--- config.mk ---
export PLATFORM = sky130hd
export DESIGN_NAME = hazard_ctrl_unit
export DESIGN_NICKNAME = d
export VERILOG_FILES = /design/src/rtl/hazard_ctrl_unit_pkg.sv /design/src/rtl/hazard_ctrl_unit_sat_counter.sv /design/src/rtl/hazard_ctrl_unit.sv
export SDC_FILE = /design/constraint.sdc
export NUM_CORES = 1
export LEC_CHECK = 0
export CORE_MARGIN = 4
export CORE_UTILIZATION = 45
export CTS_CLUSTER_SIZE = 40
export DETAILED_ROUTE_END_ITERATION = 8
export GPL_ROUTABILITY_DRIVEN = 1
export PLACE_DENSITY = 0.8
export REMOVE_ABC_BUFFERS = 1
export SYNTH_ARGS = -nofsm -noshare
export SYNTH_HDL_FRONTEND = slang
export SYNTH_SLANG_ARGS = --single-unit
--- constraint.sdc ---
create_clock -name CLK -period 3.3 [get_ports CLK]
set_input_delay 0.825 -clock CLK [delete_from_list [all_inputs] [get_ports CLK]]
set_output_delay 0.825 -clock CLK [all_outputs]
set_load 0.01 [all_outputs]
--- src/rtl/hazard_ctrl_unit_pkg.sv ---
// -----------------------------------------------------------------------------
// hazard_ctrl_unit_pkg
// Shared CPU definitions used by the hazard/pipeline-control block and the
// pipeline registers:
//   - hcu_state_e     : hazard FSM state encoding (IDLE=0, FPU_WAIT=1)
//   - FPU_LATENCY_MIN/MAX : legal bounds of the multi-cycle FPU latency
//   - ex_ctrl_t / EX_CTRL_BUBBLE : EX-stage control bundle and its bubble
//                                  (all-zero) value loaded on a flush
// -----------------------------------------------------------------------------
package hazard_ctrl_unit_pkg;

    typedef enum logic {
        ST_IDLE     = 1'b0,
        ST_FPU_WAIT = 1'b1
    } hcu_state_e;

    localparam int FPU_LATENCY_MIN = 2;
    localparam int FPU_LATENCY_MAX = 16;

    typedef struct packed {
        logic       reg_write_en;
        logic       freg_write_en;
        logic [3:0] data_mem_read;
        logic       fpu_multi;
        logic       branch_taken;
    } ex_ctrl_t;

    // A flushed pipeline register carries no side effects at all.
    localparam ex_ctrl_t EX_CTRL_BUBBLE = '{
        reg_write_en:  1'b0,
        freg_write_en: 1'b0,
        data_mem_read: 4'h0,
        fpu_multi:     1'b0,
        branch_taken:  1'b0
    };

endpackage

--- src/rtl/hazard_ctrl_unit_sat_counter.sv ---
// -----------------------------------------------------------------------------
// sat_counter
// Up-counter that increments by one per enabled cycle and holds at all-ones.
// Ports:
//   clk      in  rising-edge clock
//   rst      in  asynchronous active-high reset (count -> 0)
//   inc_en   in  increment request for this cycle
//   count    out current count value
// -----------------------------------------------------------------------------
module sat_counter #(
    parameter int WIDTH = 16
) (
    input  logic             clk,
    input  logic             rst,
    input  logic             inc_en,
    output logic [WIDTH-1:0] count
);

    logic [WIDTH-1:0] count_d;
    logic [WIDTH-1:0] count_q;

    // Next-count: step by one unless already saturated.
    always_comb begin
        count_d = count_q;
        if (inc_en && (count_q != {WIDTH{1'b1}})) begin
            count_d = count_q + {{(WIDTH-1){1'b0}}, 1'b1};
        end else begin
            count_d = count_q;
        end
    end

    // Count register.
    always_ff @(posedge clk or posedge rst) begin
        if (rst) begin
            count_q <= {WIDTH{1'b0}};
        end else begin
            count_q <= count_d;
        end
    end

    assign count = count_q;

endmodule

--- src/rtl/hazard_ctrl_unit.sv ---
// -----------------------------------------------------------------------------
// hazard_ctrl_unit
// Hazard and pipeline-control block for the 5-stage CPU. Detects load-use
// hazards, multi-cycle FPU occupancy of EX and taken branches, and drives the
// stall/flush controls of the PC, IF/ID, ID/EX and EX/MEM registers.
// Priority: RESET > branch > FPU stall > load-use.
// Ports:
//   CLK, RESET                      clock, async active-high reset
//   ID_REG_READ_ADDR1/2/3, ID_SRC_USED, ID_SRC_FREG   decode-stage sources
//   EX_REG_WRITE_ADDR/EN, EX_FREG_WRITE_EN, EX_DATA_MEM_READ,
//   EX_FPU_MULTI, EX_BRANCH_TAKEN   execute-stage control fields
//   PC_STALL, IF_ID_STALL, ID_EX_STALL        hold controls (combinational)
//   IF_ID_FLUSH, ID_EX_FLUSH, EX_MEM_FLUSH    bubble controls (combinational)
//   STALL_COUNT, FLUSH_COUNT        saturating stall/flush cycle counters
// -----------------------------------------------------------------------------
module hazard_ctrl_unit
    import hazard_ctrl_unit_pkg::*;
#(
    parameter int FPU_LATENCY = 4,
    parameter int CNT_WIDTH   = 16
) (
    input  logic                 CLK,
    input  logic                 RESET,
    input  logic [4:0]           ID_REG_READ_ADDR1,
    input  logic [4:0]           ID_REG_READ_ADDR2,
    input  logic [4:0]           ID_REG_READ_ADDR3,
    input  logic [2:0]           ID_SRC_USED,
    input  logic [2:0]           ID_SRC_FREG,
    input  logic [4:0]           EX_REG_WRITE_ADDR,
    input  logic                 EX_REG_WRITE_EN,
    input  logic                 EX_FREG_WRITE_EN,
    input  logic [3:0]           EX_DATA_MEM_READ,
    input  logic                 EX_FPU_MULTI,
    input  logic                 EX_BRANCH_TAKEN,
    output logic                 PC_STALL,
    output logic                 IF_ID_STALL,
    output logic                 ID_EX_STALL,
    output logic                 IF_ID_FLUSH,
    output logic                 ID_EX_FLUSH,
    output logic                 EX_MEM_FLUSH,
    output logic [CNT_WIDTH-1:0] STALL_COUNT,
    output logic [CNT_WIDTH-1:0] FLUSH_COUNT
);

    // FPU_LATENCY below the minimum disables FPU stalling altogether.
    localparam bit         FPU_STALL_EN = (FPU_LATENCY >= FPU_LATENCY_MIN);
    localparam logic [3:0] CNT_INIT     = FPU_STALL_EN ? 4'(FPU_LATENCY - 2) : 4'd0;

    // x0 is hardwired zero so it never hazards; f0 is a real register.
    function automatic logic src_match(
        input logic [4:0] rd_addr,
        input logic       used,
        input logic       freg,
        input logic [4:0] wr_addr,
        input logic       reg_we,
        input logic       freg_we
    );
        logic hit;
        hit = 1'b0;
        if (used && (rd_addr == wr_addr)) begin
            if (freg) begin
                hit = freg_we;
            end else begin
                hit = reg_we && (rd_addr != 5'd0);
            end
        end else begin
            hit = 1'b0;
        end
        return hit;
    endfunction

    hcu_state_e state_d, state_q;
    logic [3:0] cnt_d, cnt_q;
    logic       any_match_s;
    logic       lu_hazard_s;
    logic       fpu_stall_s;

    // Load-use detection across the three decode-stage sources.
    always_comb begin
        any_match_s = src_match(ID_REG_READ_ADDR1, ID_SRC_USED[0], ID_SRC_FREG[0],
                                EX_REG_WRITE_ADDR, EX_REG_WRITE_EN, EX_FREG_WRITE_EN)
                    | src_match(ID_REG_READ_ADDR2, ID_SRC_USED[1], ID_SRC_FREG[1],
                                EX_REG_WRITE_ADDR, EX_REG_WRITE_EN, EX_FREG_WRITE_EN)
                    | src_match(ID_REG_READ_ADDR3, ID_SRC_USED[2], ID_SRC_FREG[2],
                                EX_REG_WRITE_ADDR, EX_REG_WRITE_EN, EX_FREG_WRITE_EN);
        lu_hazard_s = (EX_DATA_MEM_READ != 4'h0) && any_match_s;
    end

    // FPU occupancy FSM: next state, down-counter and FPU stall request.
    always_comb begin
        state_d     = state_q;
        cnt_d       = cnt_q;
        fpu_stall_s = 1'b0;
        case (state_q)
            ST_IDLE: begin
                // A taken branch in EX means the EX op is not an FPU op.
                if (FPU_STALL_EN && EX_FPU_MULTI && !EX_BRANCH_TAKEN) begin
                    fpu_stall_s = 1'b1;
                    cnt_d       = CNT_INIT;
                    state_d     = ST_FPU_WAIT;
                end else begin
                    state_d = ST_IDLE;
                end
            end
            ST_FPU_WAIT: begin
                // Counter keeps advancing even if an illegal branch overrides outputs.
                if (cnt_q != 4'd0) begin
                    fpu_stall_s = 1'b1;
                    cnt_d       = cnt_q - 4'd1;
                end else begin
                    state_d = ST_IDLE;
                end
            end
            default: begin
                state_d = ST_IDLE;
                cnt_d   = 4'd0;
            end
        endcase
    end

    // Output priority resolution; everything is forced low during reset.
    always_comb begin
        PC_STALL     = 1'b0;
        IF_ID_STALL  = 1'b0;
        ID_EX_STALL  = 1'b0;
        IF_ID_FLUSH  = 1'b0;
        ID_EX_FLUSH  = 1'b0;
        EX_MEM_FLUSH = 1'b0;
        if (RESET) begin
            PC_STALL = 1'b0;
        end else if (EX_BRANCH_TAKEN) begin
            IF_ID_FLUSH = 1'b1;
            ID_EX_FLUSH = 1'b1;
        end else if (fpu_stall_s) begin
            PC_STALL     = 1'b1;
            IF_ID_STALL  = 1'b1;
            ID_EX_STALL  = 1'b1;
            EX_MEM_FLUSH = 1'b1;
        end else if (lu_hazard_s) begin
            PC_STALL    = 1'b1;
            IF_ID_STALL = 1'b1;
            ID_EX_FLUSH = 1'b1;
        end else begin
            PC_STALL = 1'b0;
        end
    end

    // FSM state and down-counter registers.
    always_ff @(posedge CLK or posedge RESET) begin
        if (RESET) begin
            state_q <= ST_IDLE;
            cnt_q   <= 4'd0;
        end else begin
            state_q <= state_d;
            cnt_q   <= cnt_d;
        end
    end

    sat_counter #(.WIDTH(CNT_WIDTH)) u_stall_cnt (
        .clk    (CLK),
        .rst    (RESET),
        .inc_en (PC_STALL),
        .count  (STALL_COUNT)
    );

    sat_counter #(.WIDTH(CNT_WIDTH)) u_flush_cnt (
        .clk    (CLK),
        .rst    (RESET),
        .inc_en (IF_ID_FLUSH),
        .count  (FLUSH_COUNT)
    );

endmodule

==> results.sh <==
export IMPL_skew_ns=0.003497
export IMPL_pin_count_of_the_biggest_net_entering_global_routing=38
export IMPL_hold_slack_ns=0.4951
export IMPL_fin_crit_ns=3.292
export IMPL_routed_via_density=5.434
export IMPL_max_fo_critical_path=2
export IMPL_insertedDiodeCount=0
export IMPL_worst_setup_path_type="input pin to output port"
export IMPL_number_of_antenna_violations_at_the_first_check_in_global_routing=0
export IMPL_slew_headroom=0.5586
export IMPL_cellLeakagePower_nw=1.354
export IMPL_io_pins=74
export IMPL_wl_um=5331
export IMPL_smallest_setup_slack_after_layout_ns=0.007587
export IMPL_place_port_buffers=73
export IMPL_timing_critical_path_required_ns=2.47
export IMPL_vias_in_the_first_global_route=1920
export IMPL_floorplan_die_height_um=76.08
export IMPL_die_area_um2=5788
export IMPL_ys_seq_elements=37
export IMPL_asyncSetResetFlopFracSynth=1.000
export IMPL_cts_clk_slew_worst_paths_ns=0.06
export IMPL_synthFlopType="dfrtp_1"
export IMPL_cts_hold_buffers=0
export IMPL_final_max_slew_viol_count=0
export IMPL_synth_distinct_cells=41
export IMPL_setup_violations_final=0
export IMPL_antenna_left=0
export IMPL_worst_skew_pair_late_latency_ns=0.28
export IMPL_vdd_drop_max_mv=0.2247
export IMPL_numClockSinks=37
export IMPL_fp_dieW_um=76.08
export IMPL_cts_tree="built"
export IMPL_drt_iter0_markers=70
export IMPL_clock_fmax_ghz=0.3037
export IMPL_synthMostInstantiatedCell="dfrtp_1"
export IMPL_cts_root_buf="clkbuf_8"
export IMPL_globalRouteTotalUtil=0.1804
export IMPL_clock_buffer_count_from_cts=5
export IMPL_synth_area_per_cell_um2=10.27
export IMPL_route_detailed_drc=0
export IMPL_area_delta_synth_final_pct=50.69
export IMPL_maxCapViolations=0
export IMPL_grt_setup_unrepaired="true"
export IMPL_yosys_area_top_type="dfrtp_1"
export IMPL_min_period_over_period=0.9977
export IMPL_global_route_total_overflow=0
export IMPL_synth_top_cells_by_area="dfrtp_1 44%, xnor2_1 13%, xor2_1 5.5%"
export IMPL_synth_seq_area_share=0.4439
export IMPL_finish_utilization=0.7120
export IMPL_dp_slack_ns=-0.9026
export IMPL_num_nets_final=333
export IMPL_synthesis_yosys_warnings=0
export IMPL_drtPass1Iterations=4
export IMPL_report_power_total_mw=1.600
export IMPL_synthesis_area_um2=2086
export IMPL_cts_max_path_buffers=2
export IMPL_number_of_enable_type_register_cells_in_the_synthesized_netlist=0
export IMPL_fp_coreArea_um2=4414
export IMPL_count_of_h_tree_levels_built_during_cts=2
export IMPL_first_pass_grt_wire_length_um=8611
export IMPL_timing_critical_path_arrival_ns=2.47
export IMPL_start_util=0.4725
export IMPL_status="finished clean"
export IMPL_netlist_top_cells_count="37 x dfrtp_1, 32 x xnor2_1, 21 x nand2_1"
export IMPL_worstSetupStartpointType="input pin"
export IMPL_share_of_cells_above_drive_strength_1=0.2381
export IMPL_final_hold_violation_count=0
export IMPL_power_density_nw_per_um2=509.1
export IMPL_drt_wirelength_per_cell_um=15.41
export IMPL_crit_path_end_kind="output port"
export IMPL_min_delay_path_class="flop to flop"
export IMPL_postSynthCellCount=203
export IMPL_dr_total_vias=1880
export IMPL_detailed_place_hpwl_um=3931
export IMPL_worst_slew_pin_slew_ns=0.6561
export IMPL_synthDominantCellAreaShare=0.4439
export IMPL_gp_congestion=0.8160
export IMPL_standard_cell_rows=24
[registers in the layout (all words and copies together), names as in the netlist]
| signal | flops |
|---|---|
| u_flush_cnt.count | 16 |
| cnt_q | 4 |
| state_q | 1 |
| u_stall_cnt.count | 16 |
[cell type report]
class / count / area [um2]
Clock buffer: 7 / 86.33
Multi-Input combinational cell: 153 / 1244
Sequential cell: 37 / 925.9
Fill cell: 361 / 1271
Timing Repair Buffer: 88 / 788.3
Inverter: 9 / 33.78
Tap cell: 52 / 65.06
[worst paths after layout]
path,startpoint,to,slack [ns],depth (start not counted)
setup / recovery,ID_REG_READ_ADDR3[3],IF_ID_STALL,0.008,8
hold / removal,u_stall_cnt.count[11],u_stall_cnt.count[11],0.50,1
setup reg to reg,cnt_q[0],u_stall_cnt.count[1],0.86,9
hold reg to reg,u_stall_cnt.count[11],u_stall_cnt.count[11],0.50,1
max in group asynchronous,RESET,u_stall_cnt.count[10],1.82,3
min in group asynchronous,RESET,state_q,1.15,3
[kinds of logic (layout without fill, tap and decap cells)]
group	Yosys count	count (layout)	synth area share
AO/OA/AOI/OAI	18	18	0.06540
adder cells (fa/ha/maj)	3	3	0.01800
XOR/XNOR	46	46	0.1968
buffers and inverters	13	104	0.03059
AND/OR/NAND/NOR	84	84	0.2346
flip-flops	37	37	0.4439
multiplexers	2	2	0.01080
[critical path: stages]
cell and delay (ns):
dlygate4sd2_1 0.26, or4_4 0.53, nor3_4 0.13, nor3_2 0.08, nor3_2 0.24, or2_4 0.18
a211oi_2 0.07, buf_2 0.15
[cell usage in the layout, fill, tap and decap left out, types with 2 or more instances in the layout]
master	instances
clkdlybuf4s50_1	45
dfrtp_1	37
xnor2_1	27
nand2_1	21
buf_4	15
xor2_1	13
nand4_1	13
dlygate4sd2_1	10
nand3_1	8
clkbuf_2	8
nor2_1	7
nor3_1	7
inv_1	7
and3_1	6
clkbuf_8	6
xnor2_2	5
buf_6	4
nand2b_1	3
ha_1	3
buf_2	3
a21oi_2	2
inv_2	2
or4_1	2
o21ai_2	2
a2111oi_4	2
or4_4	2
nor3_2	2
nor4_1	2
nor4_2	2
nor4b_2	2
o21ai_0	2
o31ai_2	2
[timing repair]
item / in CTS / in global routing
pin swaps: 14 / 20
setup buffers: 6 / 0
gates resized for setup: 58 / 53
endpoints found under the setup margin: 3 / 17
gates cloned: 0 / 0
[through the flow]
step	std cells	TNS, ns	cell area, um2
CTS	346	0	3079
global route	346	-0.1628	3143
global placement	333	-2.470	2919
finish	346	0	3143
floorplan	199	0	2056
detailed placement	333	-2.599	2919
[metal layers]
metal	GRT usage	vias up	share of wire
met5	0	-	0
met4	0.06294	0	0.020
met3	0.06028	9	0.080
met2	0.3228	74	0.49
met1	0.1974	897	0.41
li1	-	900	-
[where the power goes]
| group | total (mW) | internal [mW] | leakage, nW | switching, mW |
|---|---|---|---|---|
| Clock | 0.312 | 0.166 | 0.0443 | 0.147 |
| Combinational | 0.611 | 0.327 | 0.822 | 0.284 |
| Sequential | 0.676 | 0.554 | 0.487 | 0.123 |
| Total | 1.60 | 1.05 | 1.35 | 0.554 |
No activity file was read; power rests on OpenSTA's default activity.
